$ cat config.mk
export PLATFORM = sky130hd
export DESIGN_NAME = ifu
export DESIGN_NICKNAME = d
export VERILOG_FILES = /design/src/rtl/ifu_pkg.sv /design/src/rtl/ifu_pcu.sv /design/src/rtl/ifu.sv
export SDC_FILE = /design/constraint.sdc
export NUM_CORES = 1
export LEC_CHECK = 0
export CAP_MARGIN = 20
export CORE_ASPECT_RATIO = 1.4
export CORE_MARGIN = 2
export CORE_UTILIZATION = 46
export DETAILED_ROUTE_END_ITERATION = 8
export PLACE_DENSITY = 0.81
export SYNTH_ARGS = -nofsm -noshare
export SYNTH_HDL_FRONTEND = slang
export SYNTH_HIERARCHICAL = 1
export SYNTH_SLANG_ARGS = --single-unit
$ cat constraint.sdc
create_clock -name clk_i -period 3 [get_ports clk_i]
set_input_delay 0.45 -clock clk_i [delete_from_list [all_inputs] [get_ports clk_i]]
set_output_delay 0.45 -clock clk_i [all_outputs]
set_load 0.01 [all_outputs]
$ cat src/rtl/ifu_pkg.sv
// ifu_pkg: shared definitions for the instruction fetch unit.
//   state_t      - fetch FSM state encoding (2 bits)
//   RESET_PC_DEF - default reset PC
//   NOP          - canonical RV nop (addi x0, x0, 0)
//   INST_W       - instruction-bus width
package ifu_pkg;

  localparam int unsigned     INST_W       = 32;
  localparam logic [63:0]     RESET_PC_DEF = 64'h0000_0000_8000_0000;
  localparam logic [INST_W-1:0] NOP        = 32'h0000_0013;

  typedef enum logic [1:0] {
    IDLE = 2'd0,
    REQ  = 2'd1,
    WAIT = 2'd2,
    HOLD = 2'd3
  } state_t;

endpackage

$ cat src/rtl/ifu_pcu.sv
// ifu_pcu: program counter register and next-PC selection.
//   clk, rst_n      - clock, asynchronous active-low reset
//   redirect_valid  - load redirect_pc (highest priority)
//   redirect_pc     - redirect target
//   advance         - step to pc+4 (instruction delivered)
//   pc              - current PC
module ifu_pcu
  import ifu_pkg::*;
#(
  parameter int unsigned     PC_W     = 64,
  parameter logic [PC_W-1:0] RESET_PC = RESET_PC_DEF[PC_W-1:0]
) (
  input  logic            clk,
  input  logic            rst_n,
  input  logic            redirect_valid,
  input  logic [PC_W-1:0] redirect_pc,
  input  logic            advance,
  output logic [PC_W-1:0] pc
);

  // pc+4 wraps modulo 2^PC_W with no overflow indication.
  always_ff @(posedge clk or negedge rst_n) begin
    if (!rst_n) begin
      pc <= RESET_PC;
    end else if (redirect_valid) begin
      pc <= redirect_pc;
    end else if (advance) begin
      pc <= pc + PC_W'(4);
    end
  end

endmodule

$ cat src/rtl/ifu.sv
// ifu: instruction fetch unit. Owns the PC, issues one instruction-memory
// read at a time and hands each instruction plus its PC to decode over a
// valid/ready handshake. Accepts single-cycle PC redirects.
//   clk_i, rst_n_i                       - clock, async active-low reset
//   imem_req_valid_o/ready_i, imem_addr_o - fetch request
//   imem_rsp_valid_i, imem_rdata_i        - fetch response
//   f_valid_o/f_ready_i, inst_o, pc_o     - decoder handshake
//   misalign_o                            - inst_o is a misaligned-fetch nop
//   redirect_valid_i, redirect_pc_i       - PC redirect
// Optional feature macro: YSYX_23060251_IFU_MISALIGN_EN
//   defined   - misaligned PCs skip memory and present a nop with misalign_o=1
//   undefined - misalign_o=0, fetch address is the PC with bits [1:0] cleared
module ifu
  import ifu_pkg::*;
#(
  parameter int unsigned     PC_W     = 64,
  parameter logic [PC_W-1:0] RESET_PC = RESET_PC_DEF[PC_W-1:0]
) (
  input  logic            clk_i,
  input  logic            rst_n_i,
  output logic            imem_req_valid_o,
  input  logic            imem_req_ready_i,
  output logic [PC_W-1:0] imem_addr_o,
  input  logic            imem_rsp_valid_i,
  input  logic [31:0]     imem_rdata_i,
  output logic            f_valid_o,
  input  logic            f_ready_i,
  output logic [31:0]     inst_o,
  output logic [PC_W-1:0] pc_o,
  output logic            misalign_o,
  input  logic            redirect_valid_i,
  input  logic [PC_W-1:0] redirect_pc_i
);

  state_t          state;
  logic            kill;
  logic [PC_W-1:0] pc;
  logic            aligned;
  logic            advance;
  logic            req_hs;

  ifu_pcu #(
    .PC_W     (PC_W),
    .RESET_PC (RESET_PC)
  ) u_pcu (
    .clk            (clk_i),
    .rst_n          (rst_n_i),
    .redirect_valid (redirect_valid_i),
    .redirect_pc    (redirect_pc_i),
    .advance        (advance),
    .pc             (pc)
  );

`ifdef YSYX_23060251_IFU_MISALIGN_EN
  logic misalign_q;
  assign aligned     = (pc[1:0] == 2'b00);
  assign imem_addr_o = pc;
  assign misalign_o  = misalign_q;
`else
  assign aligned     = 1'b1;
  assign imem_addr_o = {pc[PC_W-1:2], 2'b00};
  assign misalign_o  = 1'b0;
`endif

  // Request valid is decoded from registered state and PC only, so no
  // input reaches it combinationally.
  assign imem_req_valid_o = (state == REQ) && aligned;
  assign req_hs           = imem_req_valid_o && imem_req_ready_i;
  assign advance          = (state == HOLD) && f_ready_i;

  always_ff @(posedge clk_i or negedge rst_n_i) begin
    if (!rst_n_i) begin
      state     <= IDLE;
      kill      <= 1'b0;
      f_valid_o <= 1'b0;
      inst_o    <= '0;
      pc_o      <= RESET_PC;
`ifdef YSYX_23060251_IFU_MISALIGN_EN
      misalign_q <= 1'b0;
`endif
    end else begin
      unique case (state)
        IDLE: state <= REQ;

        REQ: begin
          // A redirect without a handshake just retargets the request
          // (the PC register takes the new address).
          if (req_hs) begin
            state <= WAIT;
            kill  <= redirect_valid_i;
          end
`ifdef YSYX_23060251_IFU_MISALIGN_EN
          else if (!aligned && !redirect_valid_i) begin
            state      <= HOLD;
            f_valid_o  <= 1'b1;
            inst_o     <= NOP;
            pc_o       <= pc;
            misalign_q <= 1'b1;
          end
`endif
        end

        WAIT: begin
          if (imem_rsp_valid_i) begin
            // A redirect in the response cycle drops that response directly.
            if (kill || redirect_valid_i) begin
              kill  <= 1'b0;
              state <= REQ;
            end else begin
              state     <= HOLD;
              f_valid_o <= 1'b1;
              inst_o    <= imem_rdata_i;
              pc_o      <= pc;
            end
          end else if (redirect_valid_i) begin
            kill <= 1'b1;
          end
        end

        HOLD: begin
          if (redirect_valid_i || f_ready_i) begin
            state     <= REQ;
            f_valid_o <= 1'b0;
`ifdef YSYX_23060251_IFU_MISALIGN_EN
            misalign_q <= 1'b0;
`endif
          end
        end
      endcase
    end
  end

endmodule

==> results <==
==> flip-flops by register name, summed over array words and instances, names as in the netlist <==
name / flops
f_valid_o: 1
inst_o: 32
kill: 1
pc_o: 64
state: 2
u_pcu/pc: 64
==> worst register-to-register path: cells and delay by family (launching register included) <==
| family | cells | cell delay, ns |
|---|---|---|
| flops | 1 | 0.41 |
| fa+ha+maj | 1 | 0.22 |
| simple gates | 5 | 1.73 |
| compound gates | 1 | 0.17 |
==> cells in the mapped netlist, drive strengths merged (2+ instances only) <==
library cell,instances,area (um^2)
a21oi,2,10.0
a31oi,12,75.1
and2,5,33.8
and3,3,18.8
and4,4,35.0
buf,15,176
clkbuf,15,56.3
dfrtp,162,4050
dfstp,2,52.6
ha,5,62.6
inv,12,45.0
mux2,100,1280
mux2i,4,40.0
nand2,72,270
nand3,24,125
nand4,38,268
nor2,28,105
nor2b,6,37.5
nor3,12,70.1
nor3b,4,35.0
nor4,14,121
nor4b,2,17.5
o21ai,55,275
o31ai,4,30.0
or3,7,43.8
or3b,2,17.5
or4,7,60.1
xnor2,16,140
xor2,32,280
==> worst max path at each step <==
| stage | from | to | cells after the start |
|---|---|---|---|
| 2_1_floorplan | state[0] | u_pcu/pc[63] | 8 |
| 5_1_grt | state[1] | u_pcu/pc[60] | 7 |
| 3_5_place_dp | f_ready_i | u_pcu/pc[60] | 7 |
| 3_3_place_gp | f_ready_i | u_pcu/pc[60] | 7 |
| 4_1_cts | state[1] | u_pcu/pc[60] | 7 |
| 6_report | state[1] | u_pcu/pc[60] | 7 |
==> metal layers <==
layer  vias to the layer above  part of all wire (%)
li1                       2946                     -
met1                      3244                    39
met2                       232                    54
met3                        42                   4.9
met4                         0                   2.8
met5                         -                     0
==> cell families (layout without fill, tap and decap cells) <==
kind of cell             count (synthesis)  count (layout)  share of synthesized area (%)
flip-flops                             164             164                           51.9
other                                    1               3                         0.0474
AO/OA/AOI/OAI                           79              79                           5.62
AND/OR/NAND/NOR                        230             230                           16.1
buffers and inverters                   42             316                           3.51
multiplexers                           104             104                           16.6
adder cells (fa/ha/maj)                  5               5                          0.791
XOR/XNOR                                48              48                           5.32
==> layout make-up <==
cell class	instances	area share, %
clock buffers	22	4.22
flip-flops and latches	164	36.5
inverters	12	0.401
clock inverters	8	0.690
well taps	203	2.26
multi-input cells	469	31.4
repair buffers	274	24.5
==> per-stage QoR <==
step	power, mW	hold WS, ns	worst slack (ns)	utilization, %	std cells
finish	8.67	0.0678	0.394	66.9	1152
global route	9.10	0.140	0.170	66.9	1152
CTS	8.75	0.116	0.357	66.9	1152
detailed placement	6.65	0.492	0.0739	63.6	1122
global placement	6.56	0.486	0.103	63.6	1122
floorplan	4.78	0.154	0.627	-	675
==> report_power, final <==
part / switching (mW) / leakage (nW) / total, mW / internal [mW]
clock network: 0.864 / 0.268 / 2.06 / 1.20
logic: 1.15 / 2.26 / 3.18 / 2.04
registers: 0.501 / 2.07 / 3.43 / 2.93
==> flow_metrics.tcl <==
set metrics [dict create \
    hold_class "in -> async" \
    grtUsageMet2_pct 43.4 \
    top_usage_layer "met2" \
    wl_um 22100 \
    yosys_warnings 6 \
    viasPerCell 5.61 \
    peakVddDrop_mv 0.445 \
    avgSynthCellArea_um2 11.7 \
    grt_antenna_before_repair 0 \
    core_area_um2 16800 \
    start_util_pct 47.0 \
    synthArstFlopShare_pct 100 \
    clockBufferDepth 2 \
    hpwl_um 16000 \
    status "finished clean" \
    setup_viol 0 \
    p_leak_nw 4.60 \
    place.gp.congestion 0.893 \
    cts_hold_buf 0 \
    cts_resized 0 \
    end_kind "flip-flop" \
    ant_nets 0 \
    post-route-period-util_pct 86.9 \
    boundaryPins 265 \
    die_y_um 159 \
    cp-start-kind "flip-flop" \
    port_buffers 261 \
    grt_overflow_total 0 \
    crit_type "reg -> reg" \
    multi_input_area_um2 3530 \
    area_growth_pct 42.2 \
    max_slew_margin_pct 43.8 \
    period_needed_ns 2.61 \
    post_drt_wl_per_cell_um 19.2 \
    cts_buffers 17 \
    mostFrequentLayoutCells "clkdlybuf4s50_1 (259), dfrtp_1 (162), nand2_1 (72)" \
    num_rows 56 \
    synthFlopType "dfrtp_1" \
    grt_use_met3_pct 4.30 \
    hold_violations 0 \
    track_usage_pct 24.5 \
    grtUsageMet1_pct 29.0 \
    finalMaxSlewViolations 0 \
    r2r-start "state[1]" \
    stdcell_area_um2 11200 \
    cts_setup_buffers 0 \
    fill_cells 1277 \
    path_delay_family "simple AND/OR/NAND/NOR gates" \
    grt_pass1_wl_um 35100 \
    clock-sinks 164 \
    drc_errors 0 \
    htree_levels 4 \
    worstPathArrival_ns 2.95 \
    reg2reg_depth 7 \
    die_w_um 115 \
    rsz0062_at_grt "false" \
    clk_latency_ns 0.42 \
    antennaDiodeCount 0 \
    placed_cell_area_um2 10700 \
    setup_tns_ns 0 \
    fin_nets 1045 \
    netlist_instances 673 \
    fin_skew_ns 0.00893 \
    cp_max_fo 7 \
    yosys_register_bits 164 \
    synth_area_um2 7910 \
    power.density_nw_per_um2 771 \
    clk_pin_slew_ns 0.06 \
    crit_chain "ha_1 -> and2_1 -> nand3_1 -> nor4_2 -> nand4_1 -> or4_1 -> a31oi_1" \
    timing.rr.end "u_pcu/pc[60]" \
    grt_max_degree 89 \
    rrSetupSlack_ns 0.39 \
    cts-root-buf "clkbuf_16" \
    drtPass1Iterations 5 \
    grt_pass1_vias 6517 \
    max_freq_mhz 384 \
    worst_slew_pin_slew_ns 0.842 \
    drive_above_1_share_pct 16.9 \
    maxCapViolations 0 \
    required_ns 3.34 \
    dieArea_um2 18300 \
    drt_iter0_drc 415 \
    yosysSeqAreaShare_pct 51.9 \
    cp_slowest_stage_delay_ns 0.55 \
    yosysUniqueCellTypes 50 \
    slowest_stage "or4_1" \
    cp_num_buf_inv 0 \
    synth_edf_count 0 \
    regArea_um2 4110 \
    final_common_cell "clkdlybuf4s50_1" \
    tritoncts "built" \
    num_vias 6464 \
]
No activity file was read; power rests on OpenSTA's default activity.
